==> src/rtl/mem_req_arbiter_if.sv <==
// Bundle of the N upstream sram-like request channels and the single downstream
// sram-like port seen by mem_req_arbiter.
interface mem_req_arbiter_if #(
    parameter int N_CH = 2,
    parameter int DW   = 32,
    parameter int AW   = 32
);
    logic [N_CH-1:0]        s_req;
    logic [N_CH-1:0]        s_wr;
    logic [2*N_CH-1:0]      s_size;
    logic [N_CH*DW/8-1:0]   s_wstrb;
    logic [N_CH*AW-1:0]     s_addr;
    logic [N_CH*DW-1:0]     s_wdata;
    logic [N_CH-1:0]        s_addr_ok;
    logic [N_CH-1:0]        s_data_ok;
    logic [DW-1:0]          s_rdata;

    logic                   m_req;
    logic                   m_wr;
    logic [1:0]             m_size;
    logic [DW/8-1:0]        m_wstrb;
    logic [AW-1:0]          m_addr;
    logic [DW-1:0]          m_wdata;
    logic                   m_addr_ok;
    logic                   m_data_ok;
    logic [DW-1:0]          m_rdata;

    // Arbiter side: consumes upstream requests, drives the downstream port.
    modport slave (
        input  s_req, s_wr, s_size, s_wstrb, s_addr, s_wdata,
        output s_addr_ok, s_data_ok, s_rdata,
        output m_req, m_wr, m_size, m_wstrb, m_addr, m_wdata,
        input  m_addr_ok, m_data_ok, m_rdata
    );

    // Environment side: pipeline requesters plus downstream memory/bridge.
    modport master (
        output s_req, s_wr, s_size, s_wstrb, s_addr, s_wdata,
        input  s_addr_ok, s_data_ok, s_rdata,
        input  m_req, m_wr, m_size, m_wstrb, m_addr, m_wdata,
        output m_addr_ok, m_data_ok, m_rdata
    );
endinterface

==> src/rtl/mem_req_arbiter.sv <==
// N-channel sram-like request arbiter with in-order response routing via an ID FIFO.
// Define MEM_ARB_FIXED_PRIO_EN for fixed priority (highest channel wins) instead of round-robin.
module mem_req_arbiter #(
    parameter int N_CH    = 2,
    parameter int DW      = 32,
    parameter int AW      = 32,
    parameter int MAX_OUT = 4
) (
    input  logic                         clk,
    input  logic                         reset,
    mem_req_arbiter_if.slave             bus,
    output logic [$clog2(MAX_OUT+1)-1:0] outstanding,
    output logic                         resp_err
);
    localparam int PW = $clog2(MAX_OUT);
    localparam int CW = $clog2(MAX_OUT + 1);
    localparam int IW = (N_CH > 1) ? $clog2(N_CH) : 1;
    localparam int SW = DW / 8;

    logic [IW-1:0] id_mem [MAX_OUT];
    logic [PW-1:0] wr_ptr_reg, wr_ptr_next;
    logic [PW-1:0] rd_ptr_reg, rd_ptr_next;
    logic [CW-1:0] count_reg, count_next;
    logic          lock_reg, lock_next;
    logic [IW-1:0] lock_ch_reg, lock_ch_next;
    logic          resp_err_reg, resp_err_next;
`ifndef MEM_ARB_FIXED_PRIO_EN
    logic [IW-1:0] rr_reg, rr_next;
`endif

    logic [IW-1:0] grant;
    logic [IW-1:0] head;
    logic          eligible;
    logic          m_req_int;
    logic          push;
    logic          pop;

    // Grant selection; an outstanding stalled request always keeps the port.
    always_comb begin
        grant = '0;
`ifdef MEM_ARB_FIXED_PRIO_EN
        for (int i = 0; i < N_CH; i++) begin
            if (bus.s_req[i]) begin
                grant = IW'(i);
            end
        end
`else
        for (int k = N_CH - 1; k >= 0; k--) begin
            if (bus.s_req[(int'(rr_reg) + k) % N_CH]) begin
                grant = IW'((int'(rr_reg) + k) % N_CH);
            end
        end
`endif
        if (lock_reg) begin
            grant = lock_ch_reg;
        end
    end

    assign eligible  = (count_reg < CW'(MAX_OUT)) || lock_reg;
    assign m_req_int = eligible && bus.s_req[grant];
    assign push      = m_req_int && bus.m_addr_ok;
    assign pop       = bus.m_data_ok && (count_reg != '0);
    assign head      = id_mem[rd_ptr_reg];

    always_comb begin
        bus.m_req   = m_req_int;
        bus.m_wr    = bus.s_wr[grant];
        bus.m_size  = bus.s_size[int'(grant)*2 +: 2];
        bus.m_wstrb = '0;
        bus.m_addr  = '0;
        bus.m_wdata = '0;
        if (m_req_int) begin
            bus.m_wstrb = bus.s_wstrb[int'(grant)*SW +: SW];
            bus.m_addr  = bus.s_addr[int'(grant)*AW +: AW];
            bus.m_wdata = bus.s_wdata[int'(grant)*DW +: DW];
        end
    end

    genvar gi;
    generate
        for (gi = 0; gi < N_CH; gi++) begin : g_ch
            assign bus.s_addr_ok[gi] = push && (grant == IW'(gi));
            assign bus.s_data_ok[gi] = pop && (head == IW'(gi));
        end
    endgenerate

    assign bus.s_rdata = bus.m_rdata;
    assign outstanding = count_reg;
    assign resp_err    = resp_err_reg;

    always_comb begin
        wr_ptr_next   = wr_ptr_reg;
        rd_ptr_next   = rd_ptr_reg;
        count_next    = count_reg;
        lock_next     = lock_reg;
        lock_ch_next  = lock_ch_reg;
        resp_err_next = resp_err_reg;
`ifndef MEM_ARB_FIXED_PRIO_EN
        rr_next       = rr_reg;
`endif
        if (push) begin
            wr_ptr_next = wr_ptr_reg + 1'b1;
            lock_next   = 1'b0;
`ifndef MEM_ARB_FIXED_PRIO_EN
            rr_next     = (int'(grant) == N_CH - 1) ? '0 : grant + 1'b1;
`endif
        end else if (m_req_int) begin
            lock_next    = 1'b1;
            lock_ch_next = grant;
        end
        if (pop) begin
            rd_ptr_next = rd_ptr_reg + 1'b1;
        end
        case ({push, pop})
            2'b10:   count_next = count_reg + 1'b1;
            2'b01:   count_next = count_reg - 1'b1;
            default: count_next = count_reg;
        endcase
        // A response with nothing in flight cannot be routed anywhere.
        if (bus.m_data_ok && (count_reg == '0)) begin
            resp_err_next = 1'b1;
        end
    end

    always_ff @(posedge clk) begin
        if (reset) begin
            wr_ptr_reg   <= '0;
            rd_ptr_reg   <= '0;
            count_reg    <= '0;
            lock_reg     <= 1'b0;
            lock_ch_reg  <= '0;
            resp_err_reg <= 1'b0;
`ifndef MEM_ARB_FIXED_PRIO_EN
            rr_reg       <= '0;
`endif
        end else begin
            wr_ptr_reg   <= wr_ptr_next;
            rd_ptr_reg   <= rd_ptr_next;
            count_reg    <= count_next;
            lock_reg     <= lock_next;
            lock_ch_reg  <= lock_ch_next;
            resp_err_reg <= resp_err_next;
`ifndef MEM_ARB_FIXED_PRIO_EN
            rr_reg       <= rr_next;
`endif
        end
    end

    always_ff @(posedge clk) begin
        if (push) begin
            id_mem[wr_ptr_reg] <= grant;
        end
    end
endmodule

==> src/flat_wrapper.sv <==
// flat-port wrapper written by rule: the top's interface ports become plain ports
module mem_req_arbiter_flat 
#(
    parameter int N_CH    = 2,
    parameter int DW      = 32,
    parameter int AW      = 32,
    parameter int MAX_OUT = 4
)
  (clk, reset, outstanding, resp_err, bus_s_req, bus_s_wr, bus_s_size, bus_s_wstrb, bus_s_addr, bus_s_wdata, bus_s_addr_ok, bus_s_data_ok, bus_s_rdata, bus_m_req, bus_m_wr, bus_m_size, bus_m_wstrb, bus_m_addr, bus_m_wdata, bus_m_addr_ok, bus_m_data_ok, bus_m_rdata);
  mem_req_arbiter_if #(.N_CH(N_CH), .DW(DW), .AW(AW)) bus_i ();
  input  logic clk;
  input  logic reset;
  output logic [$clog2(MAX_OUT+1)-1:0] outstanding;
  output logic resp_err;
  input wire logic [$bits(bus_i.s_req)-1:0] bus_s_req;
  input wire logic [$bits(bus_i.s_wr)-1:0] bus_s_wr;
  input wire logic [$bits(bus_i.s_size)-1:0] bus_s_size;
  input wire logic [$bits(bus_i.s_wstrb)-1:0] bus_s_wstrb;
  input wire logic [$bits(bus_i.s_addr)-1:0] bus_s_addr;
  input wire logic [$bits(bus_i.s_wdata)-1:0] bus_s_wdata;
  output wire logic [$bits(bus_i.s_addr_ok)-1:0] bus_s_addr_ok;
  output wire logic [$bits(bus_i.s_data_ok)-1:0] bus_s_data_ok;
  output wire logic [$bits(bus_i.s_rdata)-1:0] bus_s_rdata;
  output wire logic [$bits(bus_i.m_req)-1:0] bus_m_req;
  output wire logic [$bits(bus_i.m_wr)-1:0] bus_m_wr;
  output wire logic [$bits(bus_i.m_size)-1:0] bus_m_size;
  output wire logic [$bits(bus_i.m_wstrb)-1:0] bus_m_wstrb;
  output wire logic [$bits(bus_i.m_addr)-1:0] bus_m_addr;
  output wire logic [$bits(bus_i.m_wdata)-1:0] bus_m_wdata;
  input wire logic [$bits(bus_i.m_addr_ok)-1:0] bus_m_addr_ok;
  input wire logic [$bits(bus_i.m_data_ok)-1:0] bus_m_data_ok;
  input wire logic [$bits(bus_i.m_rdata)-1:0] bus_m_rdata;
  assign bus_i.s_req = bus_s_req;
  assign bus_i.s_wr = bus_s_wr;
  assign bus_i.s_size = bus_s_size;
  assign bus_i.s_wstrb = bus_s_wstrb;
  assign bus_i.s_addr = bus_s_addr;
  assign bus_i.s_wdata = bus_s_wdata;
  assign bus_s_addr_ok = bus_i.s_addr_ok;
  assign bus_s_data_ok = bus_i.s_data_ok;
  assign bus_s_rdata = bus_i.s_rdata;
  assign bus_m_req = bus_i.m_req;
  assign bus_m_wr = bus_i.m_wr;
  assign bus_m_size = bus_i.m_size;
  assign bus_m_wstrb = bus_i.m_wstrb;
  assign bus_m_addr = bus_i.m_addr;
  assign bus_m_wdata = bus_i.m_wdata;
  assign bus_i.m_addr_ok = bus_m_addr_ok;
  assign bus_i.m_data_ok = bus_m_data_ok;
  assign bus_i.m_rdata = bus_m_rdata;
  mem_req_arbiter #(.N_CH(N_CH), .DW(DW), .AW(AW), .MAX_OUT(MAX_OUT)) u_core (.clk(clk), .reset(reset), .bus(bus_i), .outstanding(outstanding), .resp_err(resp_err));
endmodule
==> config.mk <==
export PLATFORM = sky130hd
export DESIGN_NAME = mem_req_arbiter_flat
export DESIGN_NICKNAME = d
export VERILOG_FILES = /design/src/rtl/mem_req_arbiter_if.sv /design/src/rtl/mem_req_arbiter.sv /design/src/flat_wrapper.sv
export SDC_FILE = /design/constraint.sdc
export NUM_CORES = 1
export LEC_CHECK = 0
export BUFFER_PORTS_ARGS = -buffer_cell sky130_fd_sc_hd__buf_2
export CORE_AREA = 8 8 107 109
export DETAILED_ROUTE_END_ITERATION = 8
export DIE_AREA = 0 0 115 117
export SLEW_MARGIN = 20
export SYNTH_ARGS = -nofsm -noshare
export SYNTH_HDL_FRONTEND = slang
export SYNTH_SLANG_ARGS = --single-unit
==> constraint.sdc <==
create_clock -name clk -period 2.9 [get_ports clk]
set_clock_uncertainty 0.1 [all_clocks]
set_input_delay 0.29 -clock clk [delete_from_list [all_inputs] [get_ports clk]]
set_output_delay 0.29 -clock clk [all_outputs]
set_load 0.03 [all_outputs]
* Word level (Yosys, flattened, before mapping) *
Memories as Yosys holds them, arrays and structs flattened. A register that Yosys moved wholly into a read port is not among the register bits.
Cells that the tools add are included.

word-level totals
  register bits after elaboration = 11
  memory bits (writable) = 4
  input port bits = 180
  output and inout bits = 112
  word-level logic and storage cells = 63
  memories = 1

cells by class
  add/sub/neg operators = 6
  $lt $le $gt $ge = 4
  eq/ne operators = 2
  shift-type cells = 4
  multiplexer cells = 21
  bitwise operators = 4
  reduce and logical (&&, ||, !) cells = 14

memories
  name           words  width  read ports  clocked after Yosys merged registers in  wr ports  line                   RTL
  u_core.id_mem  4      1      1           1                                        1         mem_req_arbiter.sv:20  logic [IW-1:0] id_mem [MAX_OUT];

operators by type and width
  operator             count
  $shiftx 64x7->32     2
  $mux 32              2
  $mux 1               15
  $logic_and 1x1->1    8
  $shiftx 8x4->4       1
  $pmux 3 s2           1
  $add 2x1->2 const B  2
  $lt 1x2->1 const B   2
  $mux 2               2
  $mux 4               1
  $shiftx 4x3->2       1
  $add 3x1->3 const B  1
  $logic_not 3->1      1
  $lt 2x3->1 const B   1
  $lt 3x3->1 const B   1
  $not 1->1            3
  $reduce_bool 3->1    1
  $sub 3x1->3 const B  1
  $add 1x1->1 const B  2
  $eq 2x1->1 const B   1
  $eq 2x2->1 const B   1
  $reduce_and 2->1     1
  $reduce_bool 2->1    1
  $reduce_or 2->1      1
  2 further kinds      2

* Logic depth before layout (Yosys ltp) *
Gate-level depths: netlist of run 1.

  depth in word-level cells = 14
  depth in mapped cells = 8
  depth with buffers taken out = 8

* Worst setup path before layout of run 1 *
No wires, ideal clock.

  kind = reg2reg
  start = register u_core.lock_ch_reg
  end = register u_core.count_reg[2], in the netlist u_core.outstanding[2]
  arrival = 2.175 ns
  path slack = 0.555 ns
  cell stages (with the launch flop) = 9
  period minus slack after synthesis = 2.345 ns
  cells stage by stage = dfxtp_1 > mux2_4 > o2111ai_2 > ha_1 > inv_1 > fa_1 > xor2_1 > or3_1 > a21oi_1

between the ends
  word-level cells in the longest chain between the ends = 7

RTL lines
  what                                                    line                    RTL
  start, declared                                         mem_req_arbiter.sv:25   logic [IW-1:0] lock_ch_reg, lock_ch_next;
  start signal, assigned                                  mem_req_arbiter.sv:141  lock_ch_reg <= lock_ch_next;
  $mux 1 *                                                mem_req_arbiter.sv:54   if (lock_reg) begin
  $mux 1 (implied by the code) * (2 in a row)             mem_req_arbiter.sv:60   assign m_req_int = eligible && bus.s_req[grant];
  $logic_and 1x1->1 *                                     mem_req_arbiter.sv:60
  $logic_and 1x1->1 *                                     mem_req_arbiter.sv:61   assign push = m_req_int && bus.m_addr_ok;
  $eq 2x1->1 / $eq 2x2->1 (equally long branches)         mem_req_arbiter.sv:114  case ({push, pop})
  $pmux 3 s2 / $reduce_bool 2->1 (equally long branches)  -
  end signal, assigned                                    mem_req_arbiter.sv:139  count_reg <= count_next;
  end, declared                                           mem_req_arbiter.sv:23   logic [CW-1:0] count_reg, count_next;

Every way passes the cells marked *; elsewhere a longest branch is shown, timed or not. The select of a mux whose other input is x is not followed.
A chain may end at the register's enable or synchronous reset.

* Final worst setup path of run 1 *
Ends and elaborated chain as after synthesis.

==> impl_results.md, run 1 <==
* DR vias/cell at 4.33
* GPL Wtd Cong at 0.824
* Leakage power at 1.78 nW
* Outcome: finished, final reports clean
* Ports at 292
* Buffers on Ports at 227
* Total die area at 0.0135 sq mm
* Post-synth top area cell: nand2_1
* Final Hold Viols at 0
* Post-CTS setup buffers at 0
* RSZ-0062 raised after global routing: false
* Critical path endpoint category: register
* Setup crit start: u_core.lock_ch_reg$_SDFFE_PP0P_
* DPL Wire Length at 7970 um
* Worst Setup EP: u_core.outstanding[2]$_SDFFE_PP0P_
* Critical path class: reg2reg
* Crit path arrival time at 2.41 ns
* Final setup vio count at 0
* Mapped Cells at 349
* CTS H-tree depth at 1
* CTS Buffer Depth at 2
* R2R Path End: u_core.outstanding[2]$_SDFFE_PP0P_
* YS warnings at 0
* Worst hold start: bus_m_data_ok
* Startpoint types: register
* Global Route Usage Sum at 12.4%
* Clock Pin Slew Worst Setup and Hold Paths at 0.06 ns
* Final non-filler cell total at 667
* Nets at 718
* Most frequent cells in the layout: 227 x buf_2, 148 x nand2_1, 73 x a21oi_1
* Core footprint at 0.00991 sq mm
* # Max-Cap Violations at 0
* R2r worst-path depth at 8
* Avg WL per Cell at 14.2 um
* Initial antenna violation count at 0
* Sink Count at 17
* Vias in the first global route at 2,856
* Post-CTS Hold Buffers at 0
* Post-DRT Antenna Nets at 0
* Setup TNS at 0 ns
* CP Max Fanout at 3
* Ys async rst share at 0%
* Total power per unit cell area at 659 mW/mm^2
* Area Overhead vs Synth at 51.0%
* Worst skew pair latency at 0.25 ns
* Mapped cell area at 0.00207 sq mm
* Drt drc at 0
* Seq cells post-synth at 17
* Placed insts at 663
* Required @ worst endpoint at 2.98 ns
* Largest net degree at the start of global routing at 57
* Storage cell area at 380 sq um
* Fillers at 1,112
* EDFF count, synth at 4
* Die height at 117 um
* Cell variety after synth at 32
* Ys flop type: dfxtp_1
* Fin crit share at 80.1%
* Clk root buf: clkbuf_8
* Fmax at 430 MHz
* Vias at 2,891
* Diode count at 0
* Commonest non-fill, non-tap cell in the layout: buf_2
* Final slew viol count at 0
* Drt pass-1 iters at 4
* Congestion Overflow GR at 0
* Iter 0 DRT Violations at 105
* First-pass GRT wire length at 13,600 um
* Area of the multi-input gates at 0.00130 sq mm
* # rows at 37
* Chip width at 115 um
* Tmin final at 2.32 ns
* Main area contributors after synthesis: nand2_1 27%, a21oi_1 18%, dfxtp_1 13%
* Synthesized area per cell at 5.94 sq um
* Layout cells sized above 1 at 46.3%
* Relative slew slack at 72.2%
* Share of the synthesized area in the top cell type at 26.8%
* Mapped Nets at 535
* Worst Hold Class: in2reg
* Worst vdd ir at 0.000285 V
* Worst Tran Pin Value at 0.417 ns
* Aggregate routed wire length at 9470 um
* Sequential cell area fraction in the yosys report at 18.4%
* Post-cts resize count at 0
* FF-to-FF Start: u_core.lock_ch_reg$_SDFFE_PP0P_
* Fin util at 31.6%
* R2R Setup Slk at 0.58 ns
* Initial Util at 20.9%
* CTS tree: built
* Total CTS buffers at 3
[through the flow]
stage          hold slack, ns  setup WS [ns]  power [mW]  instance area [sq um]
6_report                0.187          0.576        2.06                   3130
5_1_grt                 0.214          0.426        2.22                   3130
4_1_cts                 0.181          0.571        2.09                   3130
3_5_place_dp            0.368          0.593        1.91                   3080
3_3_place_gp            0.365          0.617        1.90                   3080
2_1_floorplan           0.259          0.555        1.51                   2070
[critical path: stages, from the launching register on]
cell and delay, ns:
dfxtp_1 0.37, mux2_4 0.34, o2111ai_2 0.19, ha_1 0.22, inv_1 0.06, fa_1 0.38, xor2_1 0.16, or3_1 0.30
a21oi_1 0.14
[cell type report]
class	instances	area share, %
clock buffer	3	1.32
multi-input combinational	268	41.6
tap	136	5.44
inverter	8	0.960
timing repair buffer	234	38.4
sequential	17	12.2
clock inverter	1	0.160
[report_power, final]
part / switching [mW] / internal [mW]
clock network: 0.0754 / 0.0951
registers: 0.0443 / 0.300
logic: 1.07 / 0.476
total: 1.19 / 0.871
[cells by family after synthesis]
family / after synthesis / synth area share, %
buffers and inverters: 64 / 19.0
AND/OR/NAND/NOR: 174 / 33.2
AO/OA/AOI/OAI: 80 / 21.1
flip-flops: 17 / 18.4
XOR/XNOR: 5 / 2.11
adder cells (fa/ha/maj): 6 / 3.99
multiplexers: 3 / 2.29
[worst min-delay path by stage]
stage	end	slack, ns	depth (start not counted)
2_1_floorplan	u_core.wr_ptr_reg[1]$_SDFFE_PP0P_	0.26	1
3_3_place_gp	u_core.resp_err$_SDFFE_PP0P_	0.36	2
3_5_place_dp	u_core.resp_err$_SDFFE_PP0P_	0.37	2
4_1_cts	u_core.resp_err$_SDFFE_PP0P_	0.18	3
5_1_grt	u_core.resp_err$_SDFFE_PP0P_	0.21	3
6_report	u_core.resp_err$_SDFFE_PP0P_	0.19	3
[per-layer routing]
layer	GRT usage (%)	wire [um]	vias up	part of all wire, %
met5	0	0	-	0
met4	2.01	77	0	0.81
met3	6.16	1270	10	13
met2	20.9	4450	178	47
met1	14.1	3670	1247	39
li1	-	-	1456	-
[synthesized netlist by cell type (all sizes together) (2+ instances only)]
cell and instances:
inv 8, nand2 148, xor2 3, xnor2 2
dfxtp 13, nor2 11, clkbuf 2, ha 5
a21oi 73, and3 4, edfxtp 4, nand2b 3
o21ai 2, or3 2, nor2b 2, buf 54
Power figures use the tool's default switching activity.
==> inputs of run 2 (changes only) <==
- CORE_AREA: 8 8 107 109 -> 8 8 106 108
- DIE_AREA: 0 0 115 117 -> 0 0 114 116
- clock period: 2.9 -> 2.1 ns (I/O delays scaled with it)
==> impl_results.md, run 2 (synthesis results as in run 1) <==
* Sequential group share of total power at 12.7% (was 16.7%)
* Leakage power at 2.03 nW (was 1.78 nW)
* R2R Setup Slk at -0.08 ns (was 0.58 ns)
* Nets at 741 (was 718)
* Critical path class: reg2out (was reg2reg)
* Failing checks: negative setup slack
* Most frequent cells in the layout: 158 x buf_2, 148 x nand2_1, 77 x buf_4 (was 227 x buf_2, 148 x nand2_1, 73 x a21oi_1)
* Core footprint at 0.00955 sq mm (was 0.00991 sq mm)
* Global Route Usage Sum at 13.4% (was 12.4%)
* Iter 0 DRT Violations at 162 (was 105)
* Internal power at 1.80 mW (was 871 uW)
* Outcome: complete, but fails checks (was finished, final reports clean)
* Clk root buf: clkbuf_8 (unchanged)
* Final slew viol count at 0 (unchanged)
* Startpoint types: register (unchanged)
* Worst Hold Class: in2reg (unchanged)
* Total power at 3.65 mW (was 2.06 mW)
* Crit path arrival time at 1.89 ns (was 2.41 ns)
* # rows at 36 (was 37)
* Placed insts at 666 (was 663)
* # Max-Cap Violations at 0 (unchanged)
* Sw Pwr at 1.86 mW (was 1.19 mW)
* Diode count at 0 (unchanged)
* GPL Wtd Cong at 0.852 (was 0.824)
* Setup ws final at -0.0997 ns (was 0.576 ns)
* Delay-heaviest family, CP: buffers and inverters (was adder cells)
* Tmin final at 2.20 ns
* Total power per unit cell area at 967 mW/mm^2 (was 659 mW/mm^2)
* Most frequent CP cell: buf_4
* Vias at 3,128 (was 2,891)
* Drt drc at 0 (unchanged)
* Layout cells sized above 1 at 49.6% (was 46.3%)
* Clock power frac at 6.8% (was 8.3%)
* Relative slew slack at 81.0% (was 72.2%)
* Fmax at 455 MHz
* Congestion Overflow GR at 0 (unchanged)
* CP Max Fanout at 8 (was 3)
* CTS H-tree depth at 1 (unchanged)
* CP Cell Sequence: mux2_4 -> buf_4 -> o211ai_4 -> buf_12 -> clkbuf_16 -> a21oi_1 -> buf_4 (was mux2_4 -> o2111ai_2 -> ha_1 -> inv_1 -> fa_1 -> xor2_1 -> or3_1 -> a21oi_1)
* Fin crit share at 105%
* Vias in the first global route at 3,028 (was 2,856)
* Final Hold Viols at 0 (unchanged)
* DPL Wire Length at 7910 um (was 7970 um)
* Final setup vio count at 70 (was 0)
* First-pass GRT wire length at 14,500 um (was 13,600 um)
* Gate power share at 80.5% (was 75.0%)
* Chip width at 114 um (was 115 um)
* Total CTS buffers at 3 (unchanged)
* Initial antenna violation count at 0 (unchanged)
* Commonest non-fill, non-tap cell in the layout: buf_2 (unchanged)
* Worst skew pair latency at 0.25 ns (about the same)
* Aggregate routed wire length at 11,200 um (was 9470 um)
* Fin util at 39.6% (was 31.6%)
* Total die area at 0.0132 sq mm (was 0.0135 sq mm)
* Worst vdd ir at 0.000369 V (was 0.000285 V)
* CTS Buffer Depth at 2 (unchanged)
* Clock Pin Slew Worst Setup and Hold Paths at 0.07 ns (was 0.06 ns)
* Ports at 292 (unchanged)
* Buffers on Ports at 227 (unchanged)
* Final non-filler cell total at 687 (was 667)
* WP buf/inv at 4 (was 1)
* Slowest-stage cell, CP: dfxtp_2 (was fa_1)
* RSZ-0062 raised after global routing: true (was false)
* Largest net degree at the start of global routing at 45 (was 57)
* Post-CTS Hold Buffers at 0 (unchanged)
* Required @ worst endpoint at 1.79 ns (was 2.98 ns)
* Sw Ratio at 50.8% (was 57.8%)
* Sink Count at 17 (unchanged)
* Slowest cell delay on critical path at 0.36 ns (was 0.38 ns)
* CTS tree: built (unchanged)
* Avg WL per Cell at 16.3 um (was 14.2 um)
* Critical path endpoint category: output port (was register)
* Area Overhead vs Synth at 82.5% (was 51.0%)
* Die height at 116 um (was 117 um)
* Drt pass-1 iters at 5 (was 4)
* Initial Util at 21.7% (was 20.9%)
* Post-DRT Antenna Nets at 0 (unchanged)
* Worst Tran Pin Value at 0.285 ns (was 0.417 ns)
* DR vias/cell at 4.55 (was 4.33)
## run 2: stage by stage
stage	hold WS [ns]	instance area (sq um)	worst slack [ns]	TNS, ns
2_1_floorplan	0.179	2090	-0.137	-0.145
3_3_place_gp	0.320	3190	-0.0765	-0.0765
3_5_place_dp	0.320	3190	-0.117	-0.117
4_1_cts	0.100	3500	-0.0774	-1.14
5_1_grt	0.129	3780	-0.160	-9.17
6_report	0.101	3780	-0.0997	-4.85
## run 2: area by class of cell
cell class | count | area (sq um)
clock buffer | 3 | 41.3
clock inverter | 1 | 5.00
fill | 1008 | 5770
inverter | 8 | 32.5
multi-input combinational | 268 | 1330
sequential | 17 | 383
tap | 133 | 166
timing repair buffer | 257 | 1820
## run 2: worst paths after layout
kind	startpoint	end	depth (start not counted)
max	u_core.lock_ch_reg$_SDFFE_PP0P_	bus_m_addr[30]	7
min	bus_m_data_ok	u_core.resp_err$_SDFFE_PP0P_	3
max reg2reg	u_core.lock_ch_reg$_SDFFE_PP0P_	u_core.outstanding[2]$_SDFFE_PP0P_	8
min reg2reg	u_core.resp_err$_SDFFE_PP0P_	u_core.resp_err$_SDFFE_PP0P_	2
## run 2: tightest hold or removal path, stage by stage
cell,delay [ns]
buf_2,0.09
a21oi_1,0.05
nor2_1,0.07
## run 2: timing repair
item	in CTS	in global routing
setup endpoints to repair	47	71
setup buffers	5	0
resized for setup	67	25
cloned	2	10
pin swaps	2	0
## run 2: power groups by stage
stage               Sequential, mW  Clock, mW  Combinational [mW]
floorplan                    0.531          0                1.57
global placement             0.467          0                2.27
detailed placement           0.472          0                2.28
CTS                          0.465      0.258                2.61
global route                 0.473      0.276                3.14
finish                       0.465      0.250                2.94
## run 2: layer usage
layer / track usage, % / vias up / share of wire [%]
li1: - / 1502 / -
met1: 14.1 / 1410 / 37
met2: 24.3 / 184 / 49
met3: 4.64 / 32 / 10
met4: 4.61 / 0 / 3.2
met5: 0 / - / 0
==> inputs of run 3 (changes only) <==
- CORE_AREA: 8 8 106 108 -> 3 3 113 115
- DIE_AREA: 0 0 114 116 -> 0 0 116 118
==> impl_results.md, run 3 (synthesis results as in run 1) <==
* Fmax at 463 MHz (was 455 MHz)
* Vias at 3,032 (was 3,128)
* R2R Setup Slk at -0.06 ns (was -0.08 ns)
* Initial antenna violation count at 0 (unchanged)
* Critical path endpoint category: register (was output port)
* Critical path class: reg2reg (was reg2out)
* Crit path arrival time at 2.23 ns (was 1.89 ns)
* Met2 usage at 21.5% (was 24.3%)
* Required @ worst endpoint at 2.18 ns (was 1.79 ns)
* CTS H-tree depth at 1 (unchanged)
* Vias in the first global route at 2,686 (was 3,028)
* Sw Ratio at 50.7% (was 50.8%)
* Total power per unit cell area at 969 mW/mm^2 (was 967 mW/mm^2)
* Drt drc at 0 (unchanged)
* Total die area at 0.0137 sq mm (was 0.0132 sq mm)
* Setup ws final at -0.0598 ns (was -0.0997 ns)
* Outcome: complete, but fails checks (unchanged)
* Relative slew slack at 82.4% (was 81.0%)
* Clk root buf: clkbuf_16 (was clkbuf_8)
* R2R Path End: u_core.outstanding[2]$_SDFFE_PP0P_ (unchanged)
* RSZ-0062 raised after global routing: true (unchanged)
* Total CTS buffers at 3 (unchanged)
* Drt pass-1 iters at 4 (was 5)
* Worst Hold Class: in2reg (unchanged)
* Worst Setup EP: u_core.outstanding[2]$_SDFFE_PP0P_ (was bus_m_addr[30])
* Final setup vio count at 54 (was 70)
* Met3 Use GR at 2.57% (was 4.64%)
* CP Max Fanout at 2 (was 8)
* Leakage power at 2.00 nW (was 2.03 nW)
* Aggregate routed wire length at 9780 um (was 11,200 um)
* Gate power share at 76.6% (was 80.5%)
* Diode count at 0 (unchanged)
* Failing checks: negative setup slack (unchanged)
* Final slew viol count at 0 (unchanged)
* DPL Wire Length at 6700 um (was 7910 um)
* CTS tree: built (unchanged)
* First-pass GRT wire length at 13,000 um (was 14,500 um)
* Final non-filler cell total at 697 (was 687)
* CTS Buffer Depth at 2 (unchanged)
* Avg WL per Cell at 14.0 um (was 16.3 um)
* FF-to-FF Start: u_core.lock_ch_reg$_SDFFE_PP0P_ (unchanged)
* Tmin final at 2.16 ns (was 2.20 ns)
* Setup TNS at -1.63 ns (was -4.85 ns)
* Most frequent cells in the layout: 181 x buf_2, 148 x nand2_1, 65 x a21oi_1 (was 158 x buf_2, 148 x nand2_1, 77 x buf_4)
* Sw Pwr at 1.84 mW (was 1.86 mW)
* Startpoint types: register (unchanged)
* Global Route Usage Sum at 11.8% (was 13.4%)
* Worst skew pair latency at 0.25 ns (about the same)
* GPL Wtd Cong at 0.770 (was 0.852)
* GRT met1 Usage at 14.0% (was 14.1%)
* Buffers on Ports at 227 (unchanged)
* Initial Util at 17.4% (was 21.7%)
* R2r worst-path depth at 8 (unchanged)
* WHS at 0.115 ns (was 0.101 ns)
* Placed insts at 682 (was 666)
* Core footprint at 0.0119 sq mm (was 0.00955 sq mm)
* Iter 0 DRT Violations at 148 (was 162)
* DR vias/cell at 4.35 (was 4.55)
* Setup crit start: u_core.lock_ch_reg$_SDFFE_PP0P_ (unchanged)
* Post-CTS Hold Buffers at 0 (unchanged)
* Sink Count at 17 (unchanged)
* Total power at 3.63 mW (was 3.65 mW)
* Chip width at 116 um (was 114 um)
* Final Hold Viols at 0 (unchanged)
* GRT busiest layer: met2 (unchanged)
* Clock power frac at 10.4% (was 6.8%)
* Layout cells sized above 1 at 50.5% (was 49.6%)
* Largest net degree at the start of global routing at 40 (was 45)
* Commonest non-fill, non-tap cell in the layout: buf_2 (unchanged)
* Congestion Overflow GR at 0 (unchanged)
* Internal power at 1.79 mW (was 1.80 mW)
* Clock Pin Slew Worst Setup and Hold Paths at 0.05 ns (was 0.07 ns)
* Area Overhead vs Synth at 80.9% (was 82.5%)
* Fin crit share at 103% (was 105%)
* # Max-Cap Violations at 0 (unchanged)
* Sequential group share of total power at 13.0% (was 12.7%)
* Ports at 292 (unchanged)
* # rows at 40 (was 36)
* Worst Tran Pin Value at 0.264 ns (was 0.285 ns)
* Pre-CTS setup slack at -0.0718 ns (was -0.117 ns)
* Nets at 737 (was 741)
* Die height at 118 um (was 116 um)
* Post-DRT Antenna Nets at 0 (unchanged)
* Worst vdd ir at 0.000297 V (was 0.000369 V)
-- run 3: worst max-delay path: stages, from the launching register on --
cell       delay, ns
dfxtp_2         0.33
mux2_4          0.31
o2111ai_4       0.21
ha_4            0.17
inv_2           0.03
fa_2            0.33
xor2_1          0.15
or3_1           0.30
a21oi_1         0.14
-- run 3: repair_timing --
action                                  in CTS  in global routing
endpoints found under the hold margin        0                  0
pin swaps                                    3                  1
gates resized for setup                     52                 18
setup buffers                                2                  1
endpoints found under the setup margin      13                 66
gates cloned                                 3                  5
-- run 3: how the worst min path moves through the flow --
stage,startpoint,to,slack (ns),cells past startpoint
2_1_floorplan,reset,u_core.wr_ptr_reg[1]$_SDFFE_PP0P_,0.18,1
5_1_grt,bus_m_data_ok,u_core.resp_err$_SDFFE_PP0P_,0.13,3
4_1_cts,bus_m_data_ok,u_core.resp_err$_SDFFE_PP0P_,0.11,3
6_report,bus_m_data_ok,u_core.resp_err$_SDFFE_PP0P_,0.12,3
3_3_place_gp,bus_m_rdata[10],bus_s_rdata[10],0.32,0
3_5_place_dp,bus_m_rdata[10],bus_s_rdata[10],0.32,0
-- run 3: metal layers --
layer  wire, um  part of all wire (%)  vias to the layer above
li1           -                     -                     1506
met4        108                   1.1                        0
met2       4770                    49                      188
met5          0                     0                        -
met3        969                   9.9                       12
met1       3930                    40                     1326
-- run 3: layout make-up --
class	instances	area, sq um
Fill cell	1308	8160
Timing Repair Buffer	253	1700
Multi-Input combinational cell	268	1360
Sequential cell	17	383
Tap cell	147	184
Clock buffer	3	75.1
Inverter	8	35.0
Clock inverter	1	5.00
-- run 3: power by group through the flow --
stage               logic, mW  registers, mW  clock network (mW)
detailed placement       2.29          0.478                   0
global route             2.97          0.484               0.405
global placement         2.29          0.477                   0
finish                   2.78          0.472               0.377
CTS                      2.60          0.473               0.389
floorplan                1.57          0.531                   0
-- run 3: through the flow --
step                area [sq um]  utilization [%]
global route                3750             31.5
floorplan                   2090                -
finish                      3750             31.5
detailed placement          3250             27.3
global placement            3250             27.3
CTS                         3590             30.1
